==> src/rtl/pipe_stage_reg.sv <==
// Inter-stage pipeline register for the five-stage MIPS core (D/E, E/M, M/W).
// Define PIPE_STAGE_PERF_EN to add the stall/bubble performance counters.
module pipe_stage_reg #(
  parameter int unsigned PAYLOAD_W = 96,
  parameter int unsigned TNEW_W    = 2,
  parameter int unsigned TNEW_DEC  = 1,
  parameter int unsigned CNT_W     = 16
) (
  input  logic                 clk,
  input  logic                 reset,
  input  logic                 stall,
  input  logic                 clr,
  input  logic                 interrupt,
  input  logic                 valid_in,
  input  logic [31:0]          ir_in,
  input  logic [31:0]          pc_in,
  input  logic                 bd_in,
  input  logic [4:0]           wa_in,
  input  logic [TNEW_W-1:0]    tnew_in,
  input  logic [4:0]           exc_in,
  input  logic [4:0]           exc_local,
  input  logic [PAYLOAD_W-1:0] payload_in,
  output logic                 valid_out,
  output logic [31:0]          ir_out,
  output logic [31:0]          pc_out,
  output logic [31:0]          pc8_out,
  output logic                 bd_out,
  output logic [4:0]           wa_out,
  output logic [TNEW_W-1:0]    tnew_out,
  output logic [4:0]           exc_out,
  output logic [PAYLOAD_W-1:0] payload_out
`ifdef PIPE_STAGE_PERF_EN
  ,
  output logic [CNT_W-1:0]     stall_cnt,
  output logic [CNT_W-1:0]     bubble_cnt
`endif
);

  logic                 r_valid;
  logic [31:0]          r_ir;
  logic [31:0]          r_pc;
  logic [31:0]          r_pc8;
  logic                 r_bd;
  logic [4:0]           r_wa;
  logic [TNEW_W-1:0]    r_tnew;
  logic [4:0]           r_exc;
  logic [PAYLOAD_W-1:0] r_payload;

  logic                 w_bubble;
  logic                 w_load;
  logic [4:0]           w_exc_mrg;
  logic [TNEW_W-1:0]    w_tnew_ld;
  logic [31:0]          w_pc8;

  assign w_bubble  = clr | ~valid_in;
  assign w_load    = reset & ~interrupt & ~stall;
  assign w_exc_mrg = (exc_in != 5'd0) ? exc_in : exc_local;
  assign w_pc8     = pc_in + 32'd8;

  // Tnew counts down one stage per load and never wraps below zero
  if (TNEW_DEC != 0) begin : g_tnew_dec
    assign w_tnew_ld = (tnew_in == '0) ? '0
                     : tnew_in - TNEW_W'(1);
  end else begin : g_tnew_pass
    assign w_tnew_ld = tnew_in;
  end

  always_ff @(posedge clk) begin
    if (!reset || interrupt) begin
      r_valid   <= 1'b0;
      r_ir      <= '0;
      r_pc      <= '0;
      r_pc8     <= '0;
      r_bd      <= 1'b0;
      r_wa      <= '0;
      r_tnew    <= '0;
      r_exc     <= '0;
      r_payload <= '0;
    end else if (!stall) begin
      // bubbles keep PC/BD so EPC is right if an interrupt hits them
      r_pc  <= pc_in;
      r_pc8 <= w_pc8;
      r_bd  <= bd_in;
      if (w_bubble) begin
        r_valid   <= 1'b0;
        r_ir      <= '0;
        r_wa      <= '0;
        r_tnew    <= '0;
        r_exc     <= '0;
        r_payload <= '0;
      end else begin
        r_valid   <= 1'b1;
        r_ir      <= ir_in;
        r_wa      <= wa_in;
        r_tnew    <= w_tnew_ld;
        r_exc     <= w_exc_mrg;
        r_payload <= payload_in;
      end
    end
  end

  assign valid_out   = r_valid;
  assign ir_out      = r_ir;
  assign pc_out      = r_pc;
  assign pc8_out     = r_pc8;
  assign bd_out      = r_bd;
  assign wa_out      = r_wa;
  assign tnew_out    = r_tnew;
  assign exc_out     = r_exc;
  assign payload_out = r_payload;

`ifdef PIPE_STAGE_PERF_EN
  logic [CNT_W-1:0] r_stall_cnt;
  logic [CNT_W-1:0] r_bubble_cnt;
  logic             w_stall_ev;
  logic             w_bubble_ev;

  assign w_stall_ev  = reset & ~interrupt & stall;
  assign w_bubble_ev = w_load & w_bubble;

  // saturating counters; only reset clears them, interrupt does not
  always_ff @(posedge clk) begin
    if (!reset) begin
      r_stall_cnt  <= '0;
      r_bubble_cnt <= '0;
    end else begin
      if (w_stall_ev && (r_stall_cnt != '1))
        r_stall_cnt <= r_stall_cnt + CNT_W'(1);
      if (w_bubble_ev && (r_bubble_cnt != '1))
        r_bubble_cnt <= r_bubble_cnt + CNT_W'(1);
    end
  end

  assign stall_cnt  = r_stall_cnt;
  assign bubble_cnt = r_bubble_cnt;
`else
  if (CNT_W > 0) begin : g_no_perf
  end
`endif

endmodule

==> config.mk <==
export PLATFORM = sky130hd
export DESIGN_NAME = pipe_stage_reg
export DESIGN_NICKNAME = d
export VERILOG_FILES = /design/src/rtl/pipe_stage_reg.sv
export SDC_FILE = /design/constraint.sdc
export NUM_CORES = 1
export LEC_CHECK = 0
export BUFFER_PORTS_ARGS = -buffer_cell sky130_fd_sc_hd__buf_2
export CAP_MARGIN = 20
export CORE_AREA = 2 2 152 154
export DETAILED_ROUTE_END_ITERATION = 8
export DIE_AREA = 0 0 154 156
export GPL_ROUTABILITY_DRIVEN = 0
export GPL_TIMING_DRIVEN = 0
export PLACE_DENSITY_LB_ADDON = 0.15
export SYNTH_ARGS = -nofsm -noshare
export SYNTH_HDL_FRONTEND = slang
export SYNTH_SLANG_ARGS = --single-unit
==> constraint.sdc <==
create_clock -name clk -period 1.4 [get_ports clk]
set_clock_uncertainty 0.1 [all_clocks]
set_input_delay 0.07 -clock clk [delete_from_list [all_inputs] [get_ports clk]]
set_output_delay 0.07 -clock clk [all_outputs]
set_load 0.02 [all_outputs]
# After elaboration in Yosys (flattened, before gate mapping)
# Cells that the tools add are included.
dict set report totals {
  inputBits 184
  reg_bits 206
  output_inout_bits 206
  wordCells 25
}
dict set report classes {
  addsub 2
  mux 8
  n_reduce_logical 4
  n_bitwise 2
}
# operator count
set op_table {}
lappend op_table {{2-to-1 mux 96 bit} 1}
lappend op_table {{adder 32 x 4 -> 32 bit (second input constant)} 1}
lappend op_table {{2-to-1 mux 32 bit} 1}
lappend op_table {{2-to-1 mux 5 bit} 3}
lappend op_table {{nonzero test 5 bit} 1}
lappend op_table {{2-to-1 mux 2 bit} 2}
lappend op_table {{logical NOT 2 bit} 1}
lappend op_table {{subtractor 2 x 1 -> 2 bit (second input constant)} 1}
lappend op_table {{logical NOT 1 bit} 1}
lappend op_table {{logical OR 1 bit} 1}
lappend op_table {{2-to-1 mux 1 bit} 1}
lappend op_table {{NOT 1 bit} 1}
lappend op_table {{bitwise OR 1 bit} 1}

# Depth between registers and ports, before layout
# Gate-level depths: netlist of run 1.
dict set report depth {
  word_depth 3
  mapped_depth 7
  depth_no_buf 6
}

# Least setup slack after synthesis of run 1
# No wires, ideal clock.
dict set report synth_path {
  path_type {in2reg}
  startpoint {in exc_in[0]}
  endpoint {reg r_exc[4], in the netlist exc_out[4]}
  t_arrival_ns 1.126
  path_buffers 0
  cell_stages 5
  setup_ns 0.070
  required_time_ns 1.230
  slack_ns 0.103
  path_cell_list {or4_1 -> nor2_1 -> a21oi_1 -> nand2b_1 -> a21oi_1}
}
dict set report synth_between {
  elab_chain_cells 3
}
# item line
set synth_rtl {}
lappend synth_rtl {{from (decl)} 20} ;# input logic [4:0] exc_in,
lappend synth_rtl {{nonzero test 5 bit} 57} ;# assign w_exc_mrg = (exc_in != 5'd0) ? exc_in : exc_local;
lappend synth_rtl {{2-to-1 mux 5 bit} 57}
lappend synth_rtl {{2-to-1 mux 5 bit} 84} ;# if (w_bubble) begin
lappend synth_rtl {{to (signal assigned)} 96} ;# r_exc <= w_exc_mrg;
lappend synth_rtl {{to (decl)} 46} ;# logic [4:0] r_exc;
# No other way between the ends.
# A chain may end at the register's enable or synchronous reset.

# Worst setup path in the final report of run 1
dict set report layout_path {
  startpoint {reg r_pc[0], in the netlist pc_out[0]}
  endpoint {out pc_out[0]}
}
# item line
set layout_lines {}
lappend layout_lines {{from (decl)} 41} ;# logic [31:0] r_pc;
lappend layout_lines {{from (signal assigned)} 81} ;# r_pc <= pc_in;
lappend layout_lines {{to (decl)} 25} ;# output logic [31:0] pc_out,
# No word-level cell between the ends.

==> metrics.cfg, run 1 <==
[clock_tree]
cts_root_buffer=clkbuf_16
cts_tree=built
post-cts-setup-buffer-count=0
clkTransAtPathRegs_ns=0.06
cts_max_level=1
clkSinkCount=203
clk_latency_ns=0.50
clockBufferDepth=3
cts_made_buffers=23

[grt]
grt_pass1_wl_microns=43400
grt_antenna_before_repair=0
grt_max_degree=13
grt_overflow=0
globalRouteTotalUtil_pct=22.3
grt_pass1_vias=8209

[synthesis]
yosys_register_bits=203
synth-edff-count=0
ys_seq_area_share_pct=55.0
synth_top_area_cell=dfxtp_1
syn-num-nets=960
synth_top_family_by_area=compound AO/OA/AOI/OAI gates
synth_area_sq_um=7390
synth_mux_area_share_pct=4.60
avgSynthCellArea_sq_um=9.54
synthDistinctLibCells=38
synth-simple-area-share_pct=15.4
post-synth-top-area-fraction_pct=55.0
ys.flop_type=dfxtp_1
synthTopCellsByArea=dfxtp_1 55%, a22oi_1 14%, nor2_1 10%
synth_xor_area_share_pct=3.08
synth-async-reset-ratio_pct=0
synth_warnings=0
synth_common_cells=205 x nor2_1, 203 x dfxtp_1, 137 x a22oi_1, 46 x clkbuf_1, 34 x mux2i_1
synth.most_common_cell=nor2_1
synthAdderAreaFrac_pct=0.169
synth_compound_area_share_pct=17.6
syn_inst=775

[timing]
finalHoldViolations=0
timing.fmax_mhz=765
layout_setup_ws_ns=0.0927
fin_hold_ws_ns=0.0288
setup_viol=0
worst-slew-pin-transition_ns=0.594
min_period_ns=1.31
maxSlewViolCount=0
min_period_over_period_pct=93.4
rsz0062_at_grt=no
tns_ns=0
relSlewSlack_pct=60.4

[power_and_ir_drop]
powerDensity_nw_per_um2=1090
power_leakage_nw=5.65
ir_drop_v=0.000785

[job]
maxCapViolCount=0

[hold_path]
hold_path_end=pc8_out[13]$_SDFFE_PP0N_
worstHoldStart=pc_in[11]
hp-class=primary input to flip-flop
hold_depth=4

[setup_path]
crit_fanout=3
crit_path_end_kind=output pin
rrSetupSlack_ns=0.58
crit_chain=buf_4 -> buf_2
startpoint_type=flip-flop
required_ns=1.23
cpPeakStageDelay_ns=0.37
worstSetupStartpoint=pc_out[0]$_SDFFE_PP0N_
cp_slowest_cell=dfxtp_1
r2r-end=pc8_out[20]$_SDFFE_PP0N_
path_class=flip-flop to output pin
rr_startpoint=pc8_out[20]$_SDFFE_PP0N_
crit_arrival_ns=1.14
r2r_cells=2

[place]
dpl.hpwl_microns=19500
place_ws_ns=-0.785
portBuffers=388
dp.cells=1448

[die]
die_w_microns=154
num_rows=55
initial_core_util_pct=33.1
dieArea_sq_um=24000
die_height_microns=156
core-area_sq_um=22400
ios=390

[final_layout]
area_growth_pct=65.7
multiInputGateArea_sq_um=3030
antenna_cells=0
filler_cell_count=2051
nNetsFinal=1556
stdcell_count=1669
register_area_sq_um=4060
drive_gt1_share_pct=32.7

[drt]
routed_wl_microns=28000
routedWlPerCell_microns=16.8
viasPerCell=4.80
firstDrtPassIters=4
drt_iter0_markers=350
drc=0
vias=8008
antenna_left=0

[outcome]
outcome=finished, final reports clean

routing by layer:
metal  vias up  track usage, %  wire [microns]
li1       3913               -               -
met1      3730            26.0           11300
met2       303            40.7           14000
met3        62            4.75            1830
met4         0            7.70             851
met5         -               0               0
state kept, by name, indices dropped and copies added (netlist names):
| register | count |
|---|---|
| bd_out | 1 |
| exc_out | 5 |
| ir_out | 32 |
| payload_out | 96 |
| pc8_out | 29 |
| pc_out | 32 |
| tnew_out | 2 |
| valid_out | 1 |
| wa_out | 5 |
worst max-delay path, delay by kind of cell (launching register included):
family | cells | cell delay [ns]
flops | 1 | 0.37
buf+inv | 2 | 0.27
timing repair:
item,in CTS,in global routing
resized for setup,2,7
endpoints found under the setup margin,114,124
hold endpoints to repair,202,0
hold buffers,184,0
cloned,0,0
power by group:
part / switching [mW] / total, mW / internal, mW
clock: 2.34 / 5.79 / 3.45
sequential: 0.0578 / 5.95 / 5.89
combinational: 0.854 / 1.68 / 0.823
worst max path at each step:
stage | endpoint | slack (ns) | cells past startpoint
6_report | pc_out[0] | 0.09 | 2
5_1_grt | pc8_out[3]$_SDFFE_PP0N_ | 0.008 | 5
3_5_place_dp | wa_out[1]$_SDFFE_PP0N_ | -0.78 | 6
3_3_place_gp | wa_out[1]$_SDFFE_PP0N_ | -0.75 | 6
2_1_floorplan | exc_out[4]$_SDFFE_PP0N_ | 0.10 | 5
4_1_cts | wa_out[1]$_SDFFE_PP0N_ | -0.007 | 6
per-stage QoR:
step	cell area (sq um)	util (%)	power [mW]
2_1_floorplan	7390	-	6.72
3_3_place_gp	9690	43.3	7.32
3_5_place_dp	9690	43.3	7.33
4_1_cts	12200	54.8	13.5
5_1_grt	12300	54.8	14.0
6_report	12300	54.8	13.4
layout make-up:
class | instances | share of cell area, %
clock inverters | 3 | 0.327
repair buffers | 572 | 30.9
inverters | 4 | 0.123
multi-input cells | 500 | 24.7
clock buffers | 35 | 5.47
plain buffers | 67 | 2.41
well taps | 285 | 2.91
flip-flops and latches | 203 | 33.2
placed cells by master, fill, tap and decap left out, drive strengths merged:
master / synthesis / routed
nor2: 207 / 207
or4: 1 / 1
and3: 6 / 6
nand3: 12 / 12
a32oi: 1 / 1
clkbuf: 46 / 80
xnor2: 8 / 8
buf: 22 / 410
dfxtp: 203 / 203
o21ai: 1 / 1
ha: 1 / 1
dlygate4sd3: 0 / 184
clkinv: 0 / 2
nand2b: 2 / 2
nand2: 14 / 14
a22oi: 137 / 137
o21a: 1 / 1
a211oi: 17 / 17
xor2: 18 / 18
nor3b: 1 / 1
nor4: 2 / 2
a21oi: 15 / 15
nor3: 4 / 4
nor2b: 1 / 1
a311o: 1 / 1
bufinv: 0 / 1
inv: 4 / 4
mux2i: 34 / 34
a21o: 4 / 4
and4: 3 / 3
nand4: 9 / 9
kinds of logic (layout without fill, tap and decap cells):
logic type,Yosys count,after routing
AOI/OAI and AO/OA,177,177
xor gates and xnor gates,26,26
adders and majority gates,1,1
buffers and inverters,72,681
DFF,203,203
muxes,34,34
and+or+nand+nor,262,262
Note: power is estimated with default switching activity, not from simulation.
==> inputs of run 2 (changes only) <==
REMOVE_ABC_BUFFERS = 1   (was not set)
==> metrics.cfg, run 2 (synthesis results as in run 1) <==
[outcome]
outcome=complete, but fails checks
violations=hold timing

[clock_tree]
cts_tree=built
cts_made_buffers=24  ; +4.3%
clk_latency_ns=0.50  ; about the same
clockBufferDepth=3  ; unchanged
clkTransAtPathRegs_ns=0.06  ; about the same
clkSinkCount=203  ; unchanged
cts_max_level=1  ; unchanged
cts_root_buffer=clkbuf_16

[job]
maxCapViolCount=0  ; unchanged

[drt]
routedWlPerCell_microns=16.7  ; -0.50%
antenna_left=0  ; unchanged
viasPerCell=4.79  ; about the same
firstDrtPassIters=5  ; +1
routed_wl_microns=27200  ; -2.9%
vias=7811  ; -2.5%
drt_iter0_markers=420  ; +20%
drc=0  ; unchanged

[place]
dpl.hpwl_microns=16500  ; -15%
place_ws_ns=-1.30  ; -0.514 ns
place_area_sq_um=9680  ; -0.12%
portBuffers=389  ; +0.26%

[die]
core-area_sq_um=22400  ; unchanged
die_w_microns=154  ; unchanged
dieArea_sq_um=24000  ; unchanged
die_height_microns=156  ; unchanged
initial_core_util_pct=33.1  ; unchanged
ios=390  ; unchanged
num_rows=55  ; unchanged

[grt]
grtUsageMet3_pct=6.08  ; +1.3 points
globalRouteTotalUtil_pct=21.2  ; -1.2 points
met2_usage_pct=36.9  ; -3.8 points
grt_antenna_before_repair=1  ; +1
grt_max_degree=83  ; +70
grt_pass1_vias=7657  ; -6.7%
grt_pass1_wl_microns=41400  ; -4.5%
use_met1_pct=25.2  ; -0.77 points
grt_overflow=0  ; unchanged
gr-max-usage-layer=met2

[final_layout]
final_core_util_pct=56.0  ; +1.2 points
drive_gt1_share_pct=33.9  ; +1.2 points
final_cell_mix=388 x buf_2, 205 x nor2_1, 203 x dfxtp_1
design_area_sq_um=12500  ; +2.1%
layout_commonest_cell=buf_2
nNetsFinal=1512  ; -2.8%
antenna_cells=0  ; unchanged
area_growth_pct=69.3
filler_cell_count=2014  ; -1.8%
largest_reg_flops=96  ; unchanged

[timing]
worst-slew-pin-transition_ns=0.732  ; +0.139 ns
min_period_over_period_pct=94.1  ; +0.74 points
finalHoldViolations=36  ; +36
fin_hold_ws_ns=-0.0764  ; -0.105 ns
min_period_ns=1.32  ; +0.0103 ns
setup_viol=0  ; unchanged
timing.fmax_mhz=759  ; -0.78%
layout_setup_ws_ns=0.0824  ; -0.0103 ns
tns_ns=0  ; unchanged
relSlewSlack_pct=51.2  ; -9.2 points
maxSlewViolCount=0  ; unchanged

[setup_path]
cp_slowest_cell=dlygate4sd3_1
crit_chain=buf_16 -> dlygate4sd3_1 -> a22oi_1 -> nor2_1
required_ns=1.72  ; +0.49 ns
crit_path_end_kind=flip-flop
crit_arrival_ns=1.64  ; +0.50 ns
crit_buf_inv=2  ; unchanged
startpoint_type=primary input
cp_top_family=buffers and inverters
cpPeakStageDelay_ns=1.05  ; +0.68 ns
path_class=primary input to flip-flop
crit_fanout=46  ; +43

[hold_path]
hp-class=primary input to flip-flop

[power_and_ir_drop]
ir_drop_v=0.00109  ; +39%
power_mw=14.0  ; +4.5%
powerDensity_nw_per_um2=1120  ; +2.3%
power_leakage_nw=5.76  ; +2.0%

[run 2: cell count changes in the layout (fill, tap and decap cells not counted), moves of 3 or more]
| cell | change |
|---|---|
| buf_1 | -3 |
| buf_16 | +8 |
| buf_2 | -15 |
| buf_8 | +3 |
| bufbuf_16 | +3 |
| clkbuf_1 | -44 |
| clkbuf_2 | -5 |
| clkbuf_8 | +4 |
| dlygate4sd3_1 | +5 |
[run 2: final timing paths]
kind / start / to / slack (ns) / cells past startpoint
setup / recovery: stall / payload_out[53]$_SDFFE_PP0N_ / 0.08 / 4
hold / removal: stall / ir_out[27]$_SDFFE_PP0N_ / -0.08 / 3
setup reg to reg: pc_out[4]$_SDFFE_PP0N_ / pc_out[4]$_SDFFE_PP0N_ / 0.17 / 3
hold reg to reg: pc8_out[16]$_SDFFE_PP0N_ / pc8_out[16]$_SDFFE_PP0N_ / 0.36 / 2
[run 2: metal layers]
metal | part of all wire, % | vias to the layer above
met4 | 2.9 | 0
met3 | 8.0 | 49
met1 | 41 | 3633
met5 | 0 | -
met2 | 48 | 295
li1 | - | 3834
[run 2: power by group]
group	total, mW	switching (mW)	internal (mW)
logic	1.74	0.848	0.895
clock network	6.33	2.42	3.91
registers	5.94	0.0527	5.89
[run 2: final cells by class]
type / instances / area (sq um) / share of cell area (%)
Clock buffer: 37 / 761 / 6.08
Clock inverter: 6 / 65.1 / 0.520
Inverter: 4 / 15.0 / 0.120
Multi-Input combinational cell: 500 / 3040 / 24.3
Sequential cell: 203 / 4060 / 32.5
Tap cell: 285 / 357 / 2.85
Timing Repair Buffer: 594 / 4220 / 33.7
[run 2: per-stage QoR]
stage | hold WS (ns) | cells
floorplan | 0.0938 | 707
global placement | 0.199 | 1381
detailed placement | 0.208 | 1392
CTS | -0.0424 | 1629
global route | -0.0251 | 1629
finish | -0.0764 | 1629
[run 2: worst min-delay path: cells and delay by family]
kind	cells	cell delay, ns
AOI/OAI and AO/OA	1	0.13
buffers and inverters	1	0.19
and+or+nand+nor	1	0.08
[run 2: timing repair]
item / CTS / global route
gates cloned: 3 / 0
setup buffers: 2 / 1
resized for setup: 2 / 0
hold endpoints to repair: 202 / 12
hold buffers: 189 / 1
setup endpoints to repair: 134 / 23
pin swaps: 1 / 1
